**src/rtl/uart_tx_arb.sv**
```systemverilog
// Message-granular round-robin arbiter feeding one UART TX FIFO; optional idle timeout under UART_TX_ARB_TIMEOUT_EN.
// Latency: 1 IDLE cycle to grant, then bytes pass combinationally to fifo_wr/fifo_wdata.
// Backpressure: fifo_full drops req_ready of the granted requester; the grant is held until the last byte.
module uart_tx_arb #(
    parameter int NREQ = 4,
    parameter int TW   = 8
) (
    input  logic              app_clk,
    input  logic              reset,
    input  logic              cfg_arb_enable,
    input  logic [TW-1:0]     cfg_timeout,
    input  logic [NREQ-1:0]   req_valid,
    input  logic [NREQ*8-1:0] req_data,
    input  logic [NREQ-1:0]   req_last,
    output logic [NREQ-1:0]   req_ready,
    input  logic              fifo_full,
    output logic              fifo_wr,
    output logic [7:0]        fifo_wdata,
    output logic              arb_busy,
    output logic [2:0]        arb_grant_id,
    output logic [15:0]       arb_byte_cnt,
    output logic              arb_err
);

    typedef enum logic {IDLE, XFER} state_t;

    state_t      state_q, state_d;
    logic [2:0]  last_grant_q, last_grant_d;
    logic [2:0]  grant_q, grant_d;
    logic [15:0] byte_cnt_q, byte_cnt_d;

    logic        sel_valid, sel_last;
    logic [7:0]  sel_data;
    logic        found;
    logic [2:0]  win;

`ifdef UART_TX_ARB_TIMEOUT_EN
    logic [TW-1:0] tmo_q, tmo_d;
`else
    logic unused_timeout;
    assign unused_timeout = ^cfg_timeout;
`endif

    always_ff @(posedge app_clk) begin
        if (reset) begin
            state_q      <= IDLE;
            last_grant_q <= 3'(NREQ-1);
            grant_q      <= 3'd0;
            byte_cnt_q   <= 16'd0;
`ifdef UART_TX_ARB_TIMEOUT_EN
            tmo_q        <= '0;
`endif
        end else begin
            state_q      <= state_d;
            last_grant_q <= last_grant_d;
            grant_q      <= grant_d;
            byte_cnt_q   <= byte_cnt_d;
`ifdef UART_TX_ARB_TIMEOUT_EN
            tmo_q        <= tmo_d;
`endif
        end
    end

    // Round-robin search starting just after the previous winner.
    always_comb begin
        found = 1'b0;
        win   = 3'd0;
        for (int k = 1; k <= NREQ; k++) begin
            for (int j = 0; j < NREQ; j++) begin
                if (!found && req_valid[j] && ((int'(last_grant_q) + k) % NREQ) == j) begin
                    found = 1'b1;
                    win   = 3'(j);
                end
            end
        end
    end

    always_comb begin
        state_d      = state_q;
        last_grant_d = last_grant_q;
        grant_d      = grant_q;
        byte_cnt_d   = byte_cnt_q;
`ifdef UART_TX_ARB_TIMEOUT_EN
        tmo_d        = tmo_q;
`endif
        case (state_q)
            IDLE: begin
                if (cfg_arb_enable && found) begin
                    state_d    = XFER;
                    grant_d    = win;
                    byte_cnt_d = 16'd0;
`ifdef UART_TX_ARB_TIMEOUT_EN
                    tmo_d      = '0;
`endif
                end
            end
            XFER: begin
`ifdef UART_TX_ARB_TIMEOUT_EN
                tmo_d = sel_valid ? '0 : tmo_q + TW'(1);
`endif
                if (fifo_wr) begin
                    if (byte_cnt_q != 16'hFFFF)
                        byte_cnt_d = byte_cnt_q + 16'd1;
                    if (sel_last) begin
                        state_d      = IDLE;
                        last_grant_d = grant_q;
                    end
                end
                if (arb_err) begin
                    state_d      = IDLE;
                    last_grant_d = grant_q;
                end
            end
            default: state_d = IDLE;
        endcase
    end

    always_comb begin
        sel_valid  = 1'b0;
        sel_last   = 1'b0;
        sel_data   = 8'd0;
        for (int i = 0; i < NREQ; i++) begin
            if (grant_q == 3'(i)) begin
                sel_valid = req_valid[i];
                sel_last  = req_last[i];
                sel_data  = req_data[8*i +: 8];
            end
        end
        req_ready  = '0;
        fifo_wr    = 1'b0;
        fifo_wdata = 8'd0;
        arb_err    = 1'b0;
        // Gated by reset so a mid-message reset drops the strobes in the same cycle.
        if (state_q == XFER && !reset) begin
            for (int i = 0; i < NREQ; i++) begin
                if (grant_q == 3'(i))
                    req_ready[i] = !fifo_full;
            end
            fifo_wr = sel_valid && !fifo_full;
            if (fifo_wr)
                fifo_wdata = sel_data;
`ifdef UART_TX_ARB_TIMEOUT_EN
            arb_err = !sel_valid && (cfg_timeout != '0) && ((tmo_q + TW'(1)) == cfg_timeout);
`endif
        end
    end

    assign arb_busy     = (state_q == XFER);
    assign arb_grant_id = grant_q;
    assign arb_byte_cnt = byte_cnt_q;

endmodule

```
**config.mk**
```make
export PLATFORM = sky130hd
export DESIGN_NAME = uart_tx_arb
export DESIGN_NICKNAME = d
export VERILOG_FILES = /design/src/rtl/uart_tx_arb.sv
export SDC_FILE = /design/constraint.sdc
export NUM_CORES = 1
export LEC_CHECK = 0
export ABC_CLOCK_PERIOD_IN_PS = 1750
export BUFFER_PORTS_ARGS = -buffer_cell sky130_fd_sc_hd__buf_2
export CORE_MARGIN = 3
export CORE_UTILIZATION = 35
export CTS_BUF_LIST = sky130_fd_sc_hd__clkbuf_16
export CTS_CLUSTER_SIZE = 40
export DETAILED_ROUTE_END_ITERATION = 7
export PLACE_DENSITY = 0.76
export SETUP_SLACK_MARGIN = 0.2
export SLEW_MARGIN = 15
export SYNTH_ARGS = -nofsm -noshare
export SYNTH_HDL_FRONTEND = slang
export SYNTH_SLANG_ARGS = --single-unit
export TNS_END_PERCENT = 5
```
**constraint.sdc**
```tcl
create_clock -name app_clk -period 1.75 [get_ports app_clk]
set_input_delay 0.175 -clock app_clk [delete_from_list [all_inputs] [get_ports app_clk]]
set_output_delay 0.175 -clock app_clk [all_outputs]
set_load 0.05 [all_outputs]
```
* Word level (Yosys, flattened, before mapping)
Cells that the tools add are included.
Cells by class: add/sub/neg operators 5, equal/unequal tests 19, mux-type cells 59, bitwise gates (word level) 5, reduce and logical (&&, ||, !) cells 63
Operators with widths (number):
- $logic_not 32->1 | 4
- $mux 16 | 3
- $mux 8 | 6
- $mux 3 | 14
- $logic_and 1x1->1 | 34
- $mux 1 | 33
- $pmux 16 s2 | 1
- $eq 3x3->1 const B | 8
- $eq 3x2->1 const B | 6
- $logic_not 1->1 | 17
- $add 16x1->16 const B | 1
- $ne 16x16->1 const B | 1
- $reduce_or 2->1 | 4
- $reduce_and 3->1 | 2
- $add 2x1->2 const B | 2
- $add 2x2->2 const B | 2
- $and 1x1->1 const A | 4
- $mux 4 | 1
- $ne 2x2->1 const B | 2
- $eq 3x1->1 const B | 1
- $logic_not 3->1 | 1
- $ne 2x1->1 const B | 1
- $pmux 1 s2 | 1
- $reduce_and 2->1 | 1
- $not 1->1 | 1
Word-level totals: flip-flop bits (word level) 22, input bits 52

* Longest topological paths before layout
word-level depth 69, mapped depth 7, mapped depth without buffers 6

* Worst setup path before layout
No wires, ideal clock.
kind flip-flop to output port, start register grant_q[1] (netlist: arb_grant_id[1]), end output req_ready[2], data arrival time 2.362 ns, data required time 1.575 ns, setup slack -0.787 ns, cell stages (with the launch flop) 4, path buffers 2, cell sequence dfxtp_1 > buf_2 > buf_1 > nor3b_1
Between the ends: cells in the longest elaborated chain, start to end 3
RTL lines:
- start: declaration | RTL line 29 | logic [2:0] grant_q, grant_d;
- start signal: assignment | RTL line 56 | grant_q <= grant_d;
- $eq 3x2->1 | RTL line 136 | if (grant_q == 3'(i))
- $mux 1 | RTL line 136
- $mux 4 | RTL line 134 | if (state_q == XFER && !reset) begin
- end: declaration | RTL line 15 | output logic [NREQ-1:0] req_ready,
Every way passes these cells.

* Final worst setup path
start register grant_q[0] (netlist: arb_grant_id[0]), end output fifo_wdata[4]
Between the ends: cells in the longest elaborated chain, start to end 8, elaborated cells between the ends (all ways) 15, classes of those cells 3 x eq/ne; 10 x mux; 2 x reduce/logical
RTL lines:
- $logic_not 3->1 | RTL line 123 | if (grant_q == 3'(i)) begin
- $mux 1 (4 in series) | RTL line 123
- $logic_and 1x1->1 | RTL line 139 | fifo_wr = sel_valid && !fifo_full;
- $mux 8 * | RTL line 140 | if (fifo_wr)
- $mux 8 * | RTL line 134
- end: declaration | RTL line 18 | output logic [7:0] fifo_wdata,
Every way passes the cells marked *; elsewhere a longest branch is shown, timed or not.

==> results.md <==
- RR Startpoint: arb_grant_id[0]
- Placed insts: 322
- RD Place Congestion: 0.834
- Worst R2R Path Depth: 6
- Die H: 71.4 µm
- Commonest non-fill, non-tap cell in the layout: buf_2
- Internal power: 0.947 mW
- Post-synth EDFFs: 0
- Synthesis-to-finish area growth: 69.8%
- Die Wd: 71.4 µm
- Seq pwr share: 37.5%
- Final Cycle Share: 105%
- Share of the synthesized area in the top cell type: 28.1%
- Worst Max-Slew Pin Slew: 729 ps
- YS warnings: 0
- Critical Path Start: arb_grant_id[0]
- Final Instance Count excl. Fillers: 328
- Clock share of power: 36.4%
- Clock skew: 1.84 ps
- Power per cell area: 517 nW/µm²
- Worst Setup End Kind: primary output
- Share of cells above drive strength 1: 60.1%
- Switching Fraction: 27.9%
- Final setup margin: -90.9 ps
- Startpoint Class: flop
- Max Root-Sink Buffers: 2
- Vias per cell: 5.55
- Initial Util: 36.9%
- Drt wl/cell: 16.5 µm
- Top FF cell, synth: dfxtp_1
- Fmax: 543 MHz
- Most frequent cells in the layout: 64 x buf_2, 30 x buf_4, 17 x nor2_1
- Cell accounting for the most synthesized area: dfxtp_1
- Worst EP arrival: 1670 ps
- Vias in the first global route: 1832
- Hold buffers post-CTS: 0
- Switch Pwr: 0.366 mW
- FF-to-FF End: arb_byte_cnt[11]
- Reg clk slew, reported paths: 60 ps
- DP Wirelength: 3.60 mm
- Routed Antenna Nets: 0
- Net count, final: 332
- DRC Markers: 0
- 1st-iter DRT viols: 145
- Port-buffer cells: 75
- Status: finished with violations
- FF-to-FF setup slack: -50 ps
- Violated checks: negative setup slack
- H-tree depth: 1
- Crit-path max FO: 9
- Synth async-reset ratio: 0%
- Die ar.: 5100 µm²
- Largest net degree at the start of global routing: 17
- DRT Pass-1 Iters: 4
- Cells after Synth: 175
- GRT Util Overall: 20.0%
- CP required: 1570 ps
- Finish-stage setup viols: 13
- # IOs: 86
- Tot Pwr: 1.31 mW
- Hold Path Class: in -> reg
- Min Tclk post-route: 1840 ps
- Root Driver: clkbuf_16
- TritonCTS Buffers: 3
- Final hold violations: 0
- Max VDD drop: 0.000576 V
- Pleak: 1.14 nW
- Synth area leaders: dfxtp_1 28%, mux4_2 15%, and3_1 5.4%
- RSZ-0062 raised after global routing: true
- Maxcap violations: 0
- First-pass GRT wire length: 8.36 mm
- Critical Setup Path Class: reg -> out
- Seq cells post-synth: 21
- Avg Cell Area, Syn: 8.55 µm²
- CTS tree: done
- Initial antenna violation count: 0
- Vias: 1819
- Combinational Power Share: 26.0%
- Detailed Route WL: 5.41 mm
- # diodes: 0
- Row count: 23
- Unique masters post-synth: 45
- Mapped cell area: 1500 µm²
- Filler cell count: 325
- Util after Layout: 62.6%
- Grt ovf: 0
- Floorplan Core Area: 4060 µm²
- Post-synthesis sequential area ratio: 28.1%
- Clock latency on the worst-skew pair: 250 ps
- Pins Over Slew Limit: 0
- Setup WS pre-CTS: -46.7 ps
- Max-slew headroom: 51.2%
- # clock sinks: 21
- Setup crit end: fifo_wdata[4]
[power groups by stage]
stage | logic [mW] | clock network [mW] | registers (mW)
after floorplan | 0.164 | 0 | 0.521
after global placement | 0.284 | 0 | 0.501
after detailed placement | 0.291 | 0 | 0.501
after CTS | 0.318 | 0.475 | 0.492
after global routing | 0.366 | 0.499 | 0.493
final | 0.342 | 0.478 | 0.493
[per-stage QoR]
stage / TNS [ps] / hold WS (ps) / instance area, µm²
final: -858 / 308 / 2540
after floorplan: -2790 / 374 / 1530
after global placement: -11.3 / 534 / 2150
after detailed placement: -93.4 / 534 / 2150
after global routing: -1290 / 370 / 2540
after CTS: -537 / 311 / 2460
[what timing repair did]
action / 4_1_cts / 5_1_grt
gates resized for setup: 54 / 12
setup endpoints to repair: 26 / 31
buffers inserted: 0 / 2
pin swaps: 12 / 5
[cell usage after synthesis, types with 2 or more instances]
cell,instances
nand4_1,2
mux2i_1,2
or2_2,2
nand2_1,16
inv_1,11
mux4_2,10
nand3_1,10
a31o_1,2
nor2_1,18
dfxtp_1,21
buf_2,2
o22ai_1,2
a21oi_1,9
clkbuf_1,5
nand2b_1,2
and3_1,13
buf_4,2
o2111ai_1,3
nor3_1,4
a2111o_1,3
xnor2_1,4
a2111oi_0,3
or3_1,2
o21ai_0,2
buf_1,2
nor4_1,4
[registers in the layout (all words and copies together) (netlist names)]
signal and count:
arb_busy 1, last_grant_q 2, arb_grant_id 2, arb_byte_cnt 16
[critical path: stages, from the launching register on]
cell     delay (ps)
dfxtp_4         370
mux4_2          560
buf_6           170
and3_4          170
buf_6           140
[per-layer routing]
metal	part of all wire, %	up-vias	global-route usage (%)
li1	-	861	-
met1	39	882	23.9
met2	54	66	38.1
met3	5.5	10	3.51
met4	1.4	0	2.30
met5	0	-	0
[how the worst min path moves through the flow]
stage                     cells past startpoint               to             from  slack [ps]
after global placement                        2  last_grant_q[1]  last_grant_q[1]         530
after CTS                                     4  arb_grant_id[0]   cfg_arb_enable         310
after detailed placement                      3         arb_busy            reset         530
after global routing                          4  arb_grant_id[0]   cfg_arb_enable         370
after floorplan                               3  arb_grant_id[0]     req_valid[0]         370
final                                         4  arb_grant_id[0]   cfg_arb_enable         310
[cell type report]
type                       instances  area [µm²]  area share [%]
inverter                          11        41.3            1.62
clock buffer                       3        75.1            2.95
tap                               50        62.6            2.46
sequential                        21         440            17.3
multi-input combinational        132        1180            46.4
clock inverter                     1        3.75           0.148
timing repair buffer             110         738            29.0
[cells by family (layout without fill, tap and decap cells)]
| family | after synthesis | in the layout | share of synthesized area (%) |
|---|---|---|---|
| adders and majority gates | 1 | 1 | 0.836 |
| and+or+nand+nor | 80 | 80 | 27.9 |
| muxes | 14 | 14 | 18.1 |
| other | 1 | 2 | 0.251 |
| AOI/OAI and AO/OA | 31 | 31 | 15.5 |
| DFF | 21 | 21 | 28.1 |
| buffers and inverters | 23 | 125 | 6.94 |
| xor gates and xnor gates | 4 | 4 | 2.34 |
Power figures use the tool's default switching activity.
